`config.mk`:
```
export PLATFORM = sky130hd
export DESIGN_NAME = cordic_vec_pipe_flat
export DESIGN_NICKNAME = d
export VERILOG_FILES = /design/src/rtl/cordic_vec_pipe_if.sv /design/src/rtl/cordic_vec_pipe.sv /design/src/flat_wrapper.sv
export SDC_FILE = /design/constraint.sdc
export NUM_CORES = 2
export LEC_CHECK = 0
export CAP_MARGIN = 15
export CELL_PAD_IN_SITES_DETAIL_PLACEMENT = 1
export CELL_PAD_IN_SITES_GLOBAL_PLACEMENT = 2
export CORE_MARGIN = 3
export CORE_UTILIZATION = 41
export CTS_CLUSTER_SIZE = 28
export DETAILED_ROUTE_END_ITERATION = 8
export HOLD_SLACK_MARGIN = 0.1
export PLACE_DENSITY_LB_ADDON = 0.1
export SYNTH_ARGS = -nofsm -noshare
export SYNTH_HDL_FRONTEND = slang
export SYNTH_SLANG_ARGS = --single-unit
```
`constraint.sdc`:
```
create_clock -name clk -period 7.9 [get_ports clk]
set_input_delay 1.185 -clock clk [delete_from_list [all_inputs] [get_ports clk]]
set_output_delay 1.185 -clock clk [all_outputs]
set_load 0.05 [all_outputs]
```
`src/rtl/cordic_vec_pipe_if.sv`:
```
// Sample/result handshake bundle for the CORDIC vectoring pipe.
// Upstream sample and downstream result share one interface.
interface cordic_vec_pipe_if #(
  parameter int DW = 16,
  parameter int AW = 16
);
  logic          in_valid;
  logic          in_ready;
  logic [DW-1:0] in_x;
  logic [DW-1:0] in_y;
  logic          out_valid;
  logic          out_ready;
  logic [DW+1:0] out_mag;
  logic [AW-1:0] out_ang;

  modport master (
    output in_valid, in_x, in_y, out_ready,
    input  in_ready, out_valid, out_mag, out_ang
  );

  modport slave (
    input  in_valid, in_x, in_y, out_ready,
    output in_ready, out_valid, out_mag, out_ang
  );
endinterface

```
`src/rtl/cordic_vec_pipe.sv`:
```
// Pipelined CORDIC vectoring: (dx,dy) -> magnitude, full-turn angle.
// One global enable freezes every stage while the output is held.
module cordic_vec_pipe #(
  parameter int DW        = 16,
  parameter int AW        = 16,
  parameter int ITER      = 14,
  parameter int GUARD     = 4,
  parameter int GAIN_COMP = 1
) (
  input logic              clk,
  input logic              rst,
  cordic_vec_pipe_if.slave bus
);
  localparam int IW = DW + 3 + GUARD;
  localparam int N  = ITER + 1;
  localparam int PW = IW + 17;
  localparam int GK = 39797;

  localparam logic [AW-1:0] Q1 = AW'(1) << (AW - 2);
  localparam logic [AW-1:0] Q3 = AW'(3) << (AW - 2);

  // atan(2^-i) as a fraction of a turn, scaled to 2^32
  localparam logic [31:0] ATAN32 [32] = '{
    32'h20000000, 32'h12E4051E, 32'h09FB385B, 32'h051111D4,
    32'h028B0D43, 32'h0145D7E1, 32'h00A2F61E, 32'h00517C55,
    32'h0028BE53, 32'h00145F2F, 32'h000A2F98, 32'h000517CC,
    32'h00028BE6, 32'h000145F3, 32'h0000A2FA, 32'h0000517D,
    32'h000028BE, 32'h0000145F, 32'h00000A30, 32'h00000518,
    32'h0000028C, 32'h00000146, 32'h000000A3, 32'h00000051,
    32'h00000029, 32'h00000014, 32'h0000000A, 32'h00000005,
    32'h00000003, 32'h00000001, 32'h00000001, 32'h00000000
  };

  function automatic logic [ITER*AW-1:0] build_tbl();
    logic [ITER*AW-1:0] t;
    logic [32:0]        r;
    t = '0;
    for (int i = 0; i < ITER; i++) begin
      r = {1'b0, ATAN32[i]};
      if (AW < 32) r = r + (33'd1 << (31 - AW));
      r = r >> (32 - AW);
      t[i*AW +: AW] = r[AW-1:0];
    end
    return t;
  endfunction

  localparam logic [ITER*AW-1:0] ATAN = build_tbl();

  function automatic logic [DW+1:0] gain_mag(
    input logic signed [IW-1:0] x
  );
    logic signed [PW-1:0] p;
    p = PW'(x) * PW'(GK);
    return p[16+GUARD +: DW+2];
  endfunction

  logic                 en;
  logic                 xneg;
  logic                 yneg;
  logic signed [IW-1:0] xin;
  logic signed [IW-1:0] yin;
  logic signed [IW-1:0] xs [N];
  logic signed [IW-1:0] ys [N];
  logic [AW-1:0]        zs [N];
  logic                 vs [N];
  logic                 zf [N];
  logic [DW+1:0]        fm;
  logic [AW-1:0]        fz;
  logic                 fv;
  logic                 fzf;

  assign en           = !bus.out_valid || bus.out_ready;
  assign bus.in_ready = en;
  assign xneg         = bus.in_x[DW-1];
  assign yneg         = bus.in_y[DW-1];
  assign xin = {{(IW-DW){bus.in_x[DW-1]}}, bus.in_x} <<< GUARD;
  assign yin = {{(IW-DW){bus.in_y[DW-1]}}, bus.in_y} <<< GUARD;

  // quadrant pre-rotation followed by ITER micro-rotations
  always_ff @(posedge clk or negedge rst) begin
    if (!rst) begin
      for (int i = 0; i < N; i++) begin
        xs[i] <= '0;
        ys[i] <= '0;
        zs[i] <= '0;
        vs[i] <= 1'b0;
        zf[i] <= 1'b0;
      end
    end else if (en) begin
      vs[0] <= bus.in_valid;
      zf[0] <= (bus.in_x == '0) && (bus.in_y == '0);
      unique case (1'b1)
        !xneg: begin
          xs[0] <= xin;
          ys[0] <= yin;
          zs[0] <= '0;
        end
        xneg && !yneg: begin
          xs[0] <= yin;
          ys[0] <= -xin;
          zs[0] <= Q1;
        end
        xneg && yneg: begin
          xs[0] <= -yin;
          ys[0] <= xin;
          zs[0] <= Q3;
        end
      endcase
      for (int i = 0; i < ITER; i++) begin
        vs[i+1] <= vs[i];
        zf[i+1] <= zf[i];
        if (!ys[i][IW-1]) begin
          xs[i+1] <= xs[i] + (ys[i] >>> i);
          ys[i+1] <= ys[i] - (xs[i] >>> i);
          zs[i+1] <= zs[i] + ATAN[i*AW +: AW];
        end else begin
          xs[i+1] <= xs[i] - (ys[i] >>> i);
          ys[i+1] <= ys[i] + (xs[i] >>> i);
          zs[i+1] <= zs[i] - ATAN[i*AW +: AW];
        end
      end
    end
  end

  if (GAIN_COMP != 0) begin : g_gain
    // scale by 1/K and drop guard bits in one registered step
    always_ff @(posedge clk or negedge rst) begin
      if (!rst) begin
        fm  <= '0;
        fz  <= '0;
        fv  <= 1'b0;
        fzf <= 1'b0;
      end else if (en) begin
        fm  <= gain_mag(xs[ITER]);
        fz  <= zs[ITER];
        fv  <= vs[ITER];
        fzf <= zf[ITER];
      end
    end
  end else begin : g_raw
    assign fm  = xs[ITER][GUARD +: DW+2];
    assign fz  = zs[ITER];
    assign fv  = vs[ITER];
    assign fzf = zf[ITER];
  end

  // output register; a zero vector reports 0 magnitude and angle
  always_ff @(posedge clk or negedge rst) begin
    if (!rst) begin
      bus.out_valid <= 1'b0;
      bus.out_mag   <= '0;
      bus.out_ang   <= '0;
    end else if (en) begin
      bus.out_valid <= fv;
      bus.out_mag   <= fzf ? '0 : fm;
      bus.out_ang   <= fzf ? '0 : fz;
    end
  end
endmodule

```
`src/flat_wrapper.sv`:
```
// flat-port wrapper written by rule: the top's interface ports become plain ports
module cordic_vec_pipe_flat 
#(
  parameter int DW        = 16,
  parameter int AW        = 16,
  parameter int ITER      = 14,
  parameter int GUARD     = 4,
  parameter int GAIN_COMP = 1
)
  (clk, rst, bus_in_valid, bus_in_x, bus_in_y, bus_out_ready, bus_in_ready, bus_out_valid, bus_out_mag, bus_out_ang);
  cordic_vec_pipe_if #(.DW(DW), .AW(AW)) bus_i ();
  input logic clk;
  input logic rst;
  input wire logic [$bits(bus_i.in_valid)-1:0] bus_in_valid;
  input wire logic [$bits(bus_i.in_x)-1:0] bus_in_x;
  input wire logic [$bits(bus_i.in_y)-1:0] bus_in_y;
  input wire logic [$bits(bus_i.out_ready)-1:0] bus_out_ready;
  output wire logic [$bits(bus_i.in_ready)-1:0] bus_in_ready;
  output wire logic [$bits(bus_i.out_valid)-1:0] bus_out_valid;
  output wire logic [$bits(bus_i.out_mag)-1:0] bus_out_mag;
  output wire logic [$bits(bus_i.out_ang)-1:0] bus_out_ang;
  assign bus_i.in_valid = bus_in_valid;
  assign bus_i.in_x = bus_in_x;
  assign bus_i.in_y = bus_in_y;
  assign bus_i.out_ready = bus_out_ready;
  assign bus_in_ready = bus_i.in_ready;
  assign bus_out_valid = bus_i.out_valid;
  assign bus_out_mag = bus_i.out_mag;
  assign bus_out_ang = bus_i.out_ang;
  cordic_vec_pipe #(.DW(DW), .AW(AW), .ITER(ITER), .GUARD(GUARD), .GAIN_COMP(GAIN_COMP)) u_core (.clk(clk), .rst(rst), .bus(bus_i));
endmodule
```
After elaboration in Yosys (flattened, before gate mapping)
Index checks and enable logic that the tools add are counted.
W data, S select, Z words.
Storage, ports and cells
  flip-flop bits (word level): 1008
  output and inout port bits: 36
  word-level logic and storage cells: 220
Operators by class
  $mul: 1
  reduce and logical (&&, ||, !) cells: 9
  $add $sub $neg: 83
  multiplexer cells: 46
Operators with widths (count)
  $mux W23: 27
  $mux W16: 15
  $pmux W23 S3: 2
  $pmux W16 S3: 1
  $add A23 B11 Y23: 2
  $add A23 B12 Y23: 2
  $add A23 B13 Y23: 2
  $add A23 B14 Y23: 2
  $add A23 B15 Y23: 2
  $add A23 B16 Y23: 2
  $add A23 B17 Y23: 2
  $add A23 B18 Y23: 2
  $add A23 B19 Y23: 2
  $add A23 B20 Y23: 2
  $add A23 B21 Y23: 2
  $add A23 B22 Y23: 2
  $neg A20 Y23: 2
  $sub A23 B11 Y23: 2
  $sub A23 B12 Y23: 2
  $sub A23 B13 Y23: 2
  $sub A23 B14 Y23: 2
  $sub A23 B15 Y23: 2
  $sub A23 B16 Y23: 2
  $sub A23 B17 Y23: 2
  other kinds (43): 54

Logic depth before layout (Yosys ltp)
  depth in word-level cells: 3
  mapped depth: 23

Worst setup path before layout
No wires, ideal clock.
  kind: flip-flop to flip-flop
  start point: reg u_core.xs[8] (netlist bit)
  end point: reg u_core.fm[16]
  arrival: 5.633 ns
  stages on the path, launching flop included: 22
  setup slack: 2.130 ns
  period minus slack after synthesis: 5.770 ns
  required time: 7.763 ns
  library setup time: 0.137 ns
  cells stage by stage: dfrtp_1 ha_1 inv_1 fa_1 fa_1 inv_1 fa_1 fa_1 inv_1 fa_1 inv_1 ha_1 nand2_1 a211oi_1 a211oi_1 a21oi_1 a31oi_1 o31ai_1 a41o_1 a211oi_1 xor2_1 a21oi_1
On the way
  cells in the longest elaborated chain, start to end: 1
Ends and longest elaborated chain
  from (decl): RTL line cordic_vec_pipe.sv:62  | logic signed [IW-1:0] xs [N];
  from (signal, indexed assignment): RTL line cordic_vec_pipe.sv:113  | xs[i+1] <= xs[i] + (ys[i] >>> i);
  from (signal, indexed assignment): RTL line cordic_vec_pipe.sv:117  | xs[i+1] <= xs[i] - (ys[i] >>> i);
  $mul A23 B17 Y38: RTL line cordic_vec_pipe.sv:53  | p = PW'(x) * PW'(GK);
  to (signal assigned): RTL line cordic_vec_pipe.sv:134  | fm <= gain_mag(xs[ITER]);
  to (decl): RTL line cordic_vec_pipe.sv:67  | logic [DW+1:0] fm;
Every way passes these cells.
A chain may end at the register's enable or synchronous reset.

Worst setup path in the final report
Same ends and word-level chain as after synthesis.

==> results.md <==
* Status: complete, no violations
* Clock network latency to the later pin of the worst-skew pair at 770 ps
* Root buffer selected by CTS: clkbuf_16
* Post-place setup slack at 670.6 ps
* Total wire length after detailed routing at 244500 um
* H-Tree Level Count at 3
* Die outline height at 454.8 um
* Total area of multi-input combinational cells at 55640 um^2
* Die ar. at 206900 um^2
* Placed wire-length estimate after detailed placement at 188700 um
* Max Buffers Root-to-Sink at 3
* Critical Path AT at ~7800 ps
* Number of max-cap violations at 0
* Setup Buffers After CTS at 0
* Clock sink total at about 930
* First drt pass iteration count at 5
* DIE WIDTH at roughly 450 um
* Most common library cell in the layout ignoring fill and taps: nand2_1
* Via total after detailed routing at 69740
* Final design instance area without fill at 90060 um^2
* Final net count at 11070
* Cell type with the highest occurrence count on the critical path: fa_1
* Iter 0 DRT Violations at 3320
* Sequence of cells on the critical path: ha_1 -> inv_1 -> fa_1 -> fa_1 -> inv_1 -> fa_1 -> fa_1 -> inv_1 -> fa_1 -> inv_1 -> ha_1 -> nand2_1 -> a211oi_1 -> a211oi_1 -> a21oi_1 -> a31oi_1 -> o31ai_1 -> a41o_1 -> a211oi_1 -> xor2_1 -> a21oi_1
* Post-synthesis instance area at 82590 um^2
* Setup Viol. Count Final at 0
* Cell with the largest stage delay on the worst path: a31oi_1
* CTS tree: built
* Total core area at 200100 um^2
* Synthesized instance count at 9947
* Area taken by flip-flops and latches at ~23000 um^2
* Number of warnings issued by yosys at 0
* Synthesized net count at 11140
* Clock skew at 27.14 ps
* GPL Wtd Cong at ~0.86
* All-layer global routing usage at 0.2363
* Starting Density at 0.4128
* Number of pins with negative max-slew slack in the final report at 0
* Number of hold buffers added after cts at 0
* Area growth, synth to finish at 9.051%
* Required time of the critical path at 8510 ps
* Worst-case headroom to the max-slew limit at 0.2326
* Placed standard-cell area at 85910 um^2
* Cell family contributing the most delay on the critical path: adder cells
* Distinct cell type count of the synthesized netlist at 92
* Final period util at 0.9058
* Slew @ Worst Pin at ~1100 ps
* Via-to-Cell Ratio at ~5.5
* Final-report hold violation count at 0
* Overflow left after global routing at 0
* Critical path class: flip-flop to flip-flop
* Number of ports placed on the die boundary at 72
* Count of filler cells inserted in the layout at 23800
* Most frequent cells in the layout: nand2_1 (1074), a21oi_1 (1053), nor2_1 (1025)
* Fin worst setup slack at 744.1 ps
* Antenna violation net count after detailed routing at 0
* Post-cts resize count at 0
* Part of the Yosys area used for sequential elements at 0.2815
* First-pass GRT wire length at roughly 400000 um
* Number of flip-flops and latches in the synthesized netlist at roughly 930
* Crit-path max cell delay at 660 ps
* Layout cells sized above 1 at 0.03679
* Synth Area per Inst at 8.303 um^2
* Row count at 164
* Kind of capture point of the worst setup path: flip-flop
* Number of global-route vias before repair at roughly 73000
* Path type of the worst min-delay path: input port to async pin
* Fin Setup TNS at 0 ps
* Pin count of the biggest net entering global routing at 200
* Antenna violations before repair at 2
* Count of flip-flops with a built-in enable after synthesis at 0
* Highest net fanout along the worst path at 9
* Detailed-route DRC error count at 0
* Count of port buffers added during placement at 71
* FMAX at 0.1397 GHz
* Setup repair after global routing missed its margin: no
* Clock transition time at the flip-flop clock pins of the worst setup and hold paths at 70 ps
* Main synth FF type: dfrtp_1
* Share of async-settable or async-resettable flops after synthesis at 1.000
* TritonCTS Buffers at 120
* Average wire per cell in the routed design at approximately 19 um
* WP buf/inv at 4
* Post-route minimum period at 7156 ps
* Startpoint kind of the worst setup timing path: flip-flop
==> metal layers <==
| layer | up-vias | global-route usage | part of all wire |
|---|---|---|---|
| met5 | - | 0 | 0 |
| met4 | 0 | 0.04926 | 0.019 |
| met3 | 238 | 0.02308 | 0.024 |
| met2 | 545 | 0.3942 | 0.47 |
| met1 | 34520 | 0.3321 | 0.49 |
| li1 | 34430 | - | - |
==> cell families (layout without fill, tap and decap cells) <==
kind of cell    Yosys count  count (layout)  share of synthesized area
compound gates         2725            2725                     0.1993
xor+xnor                995             995                     0.1055
fa+ha+maj              1157            1157                     0.1938
buf+inv                 980            1009                    0.04495
flops                   929             929                     0.2815
mux                      49              49                   0.006272
other cells               0               1                          0
simple gates           3112            3112                     0.1686
==> final cells by class <==
cell class,count,share of cell area
Antenna cell,1,0.00002779
Clock buffer,153,0.03650
Clock inverter,72,0.009461
Inverter,652,0.02726
Multi-Input combinational cell,8038,0.6178
Sequential cell,929,0.2581
Tap cell,2656,0.03690
Timing Repair Buffer,132,0.01392
==> synthesized netlist by cell type (100+ instances only) <==
cell type  instances  share of area
o21ai_0          645          0.039
clkbuf_1         272          0.012
nor3_1           245          0.015
xor2_1           470          0.050
xnor2_1          525          0.056
ha_1             953           0.14
inv_1            651          0.030
a31oi_1          100         0.0076
dfrtp_1          929           0.28
a21oi_1         1053          0.064
nand3_1          141         0.0085
nor2_1          1025          0.047
nand2_1         1074          0.049
fa_1             204          0.049
a21o_1           252          0.023
==> state kept, by name (all words and copies together) (netlist names) <==
signal                cells
u_core.ys               297
u_core.bus.out_ang       16
u_core.fz                16
u_core.bus.out_mag       18
u_core.bus.out_valid      1
u_core.xs               330
u_core.fzf                1
u_core.fm                18
u_core.fv                 1
u_core.vs                15
u_core.zs               201
u_core.zf                15
==> path summary, 6_finish.rpt <==
kind / to / cells after the start / slack (ps) / from
max: u_core.fm[16] / 21 / 740 / u_core.xs[8]
min: u_core.fm[1] / 1 / 400 / rst
max reg2reg: u_core.fm[16] / 21 / 740 / u_core.xs[8]
min reg2reg: u_core.zf[7] / 2 / 470 / u_core.zf[7]
max in group asynchronous: u_core.zs[163] / 3 / 5620 / rst
min in group clk: u_core.zf[7] / 2 / 470 / u_core.zf[7]
==> stage by stage <==
step / hold slack (ps) / cells / utilization
3_5_place_dp: 456.0 / 12410 / 0.4294
4_1_cts: 375.6 / 12630 / 0.4501
2_1_floorplan: 430.0 / 9947 / -
6_report: 399.9 / 12630 / 0.4502
3_3_place_gp: 450.7 / 12410 / 0.4294
5_1_grt: 418.4 / 12630 / 0.4502
Power is left out: the tool's default activity adds up to more than one toggle a clock period on the data nets, which glitch-free logic cannot reach.
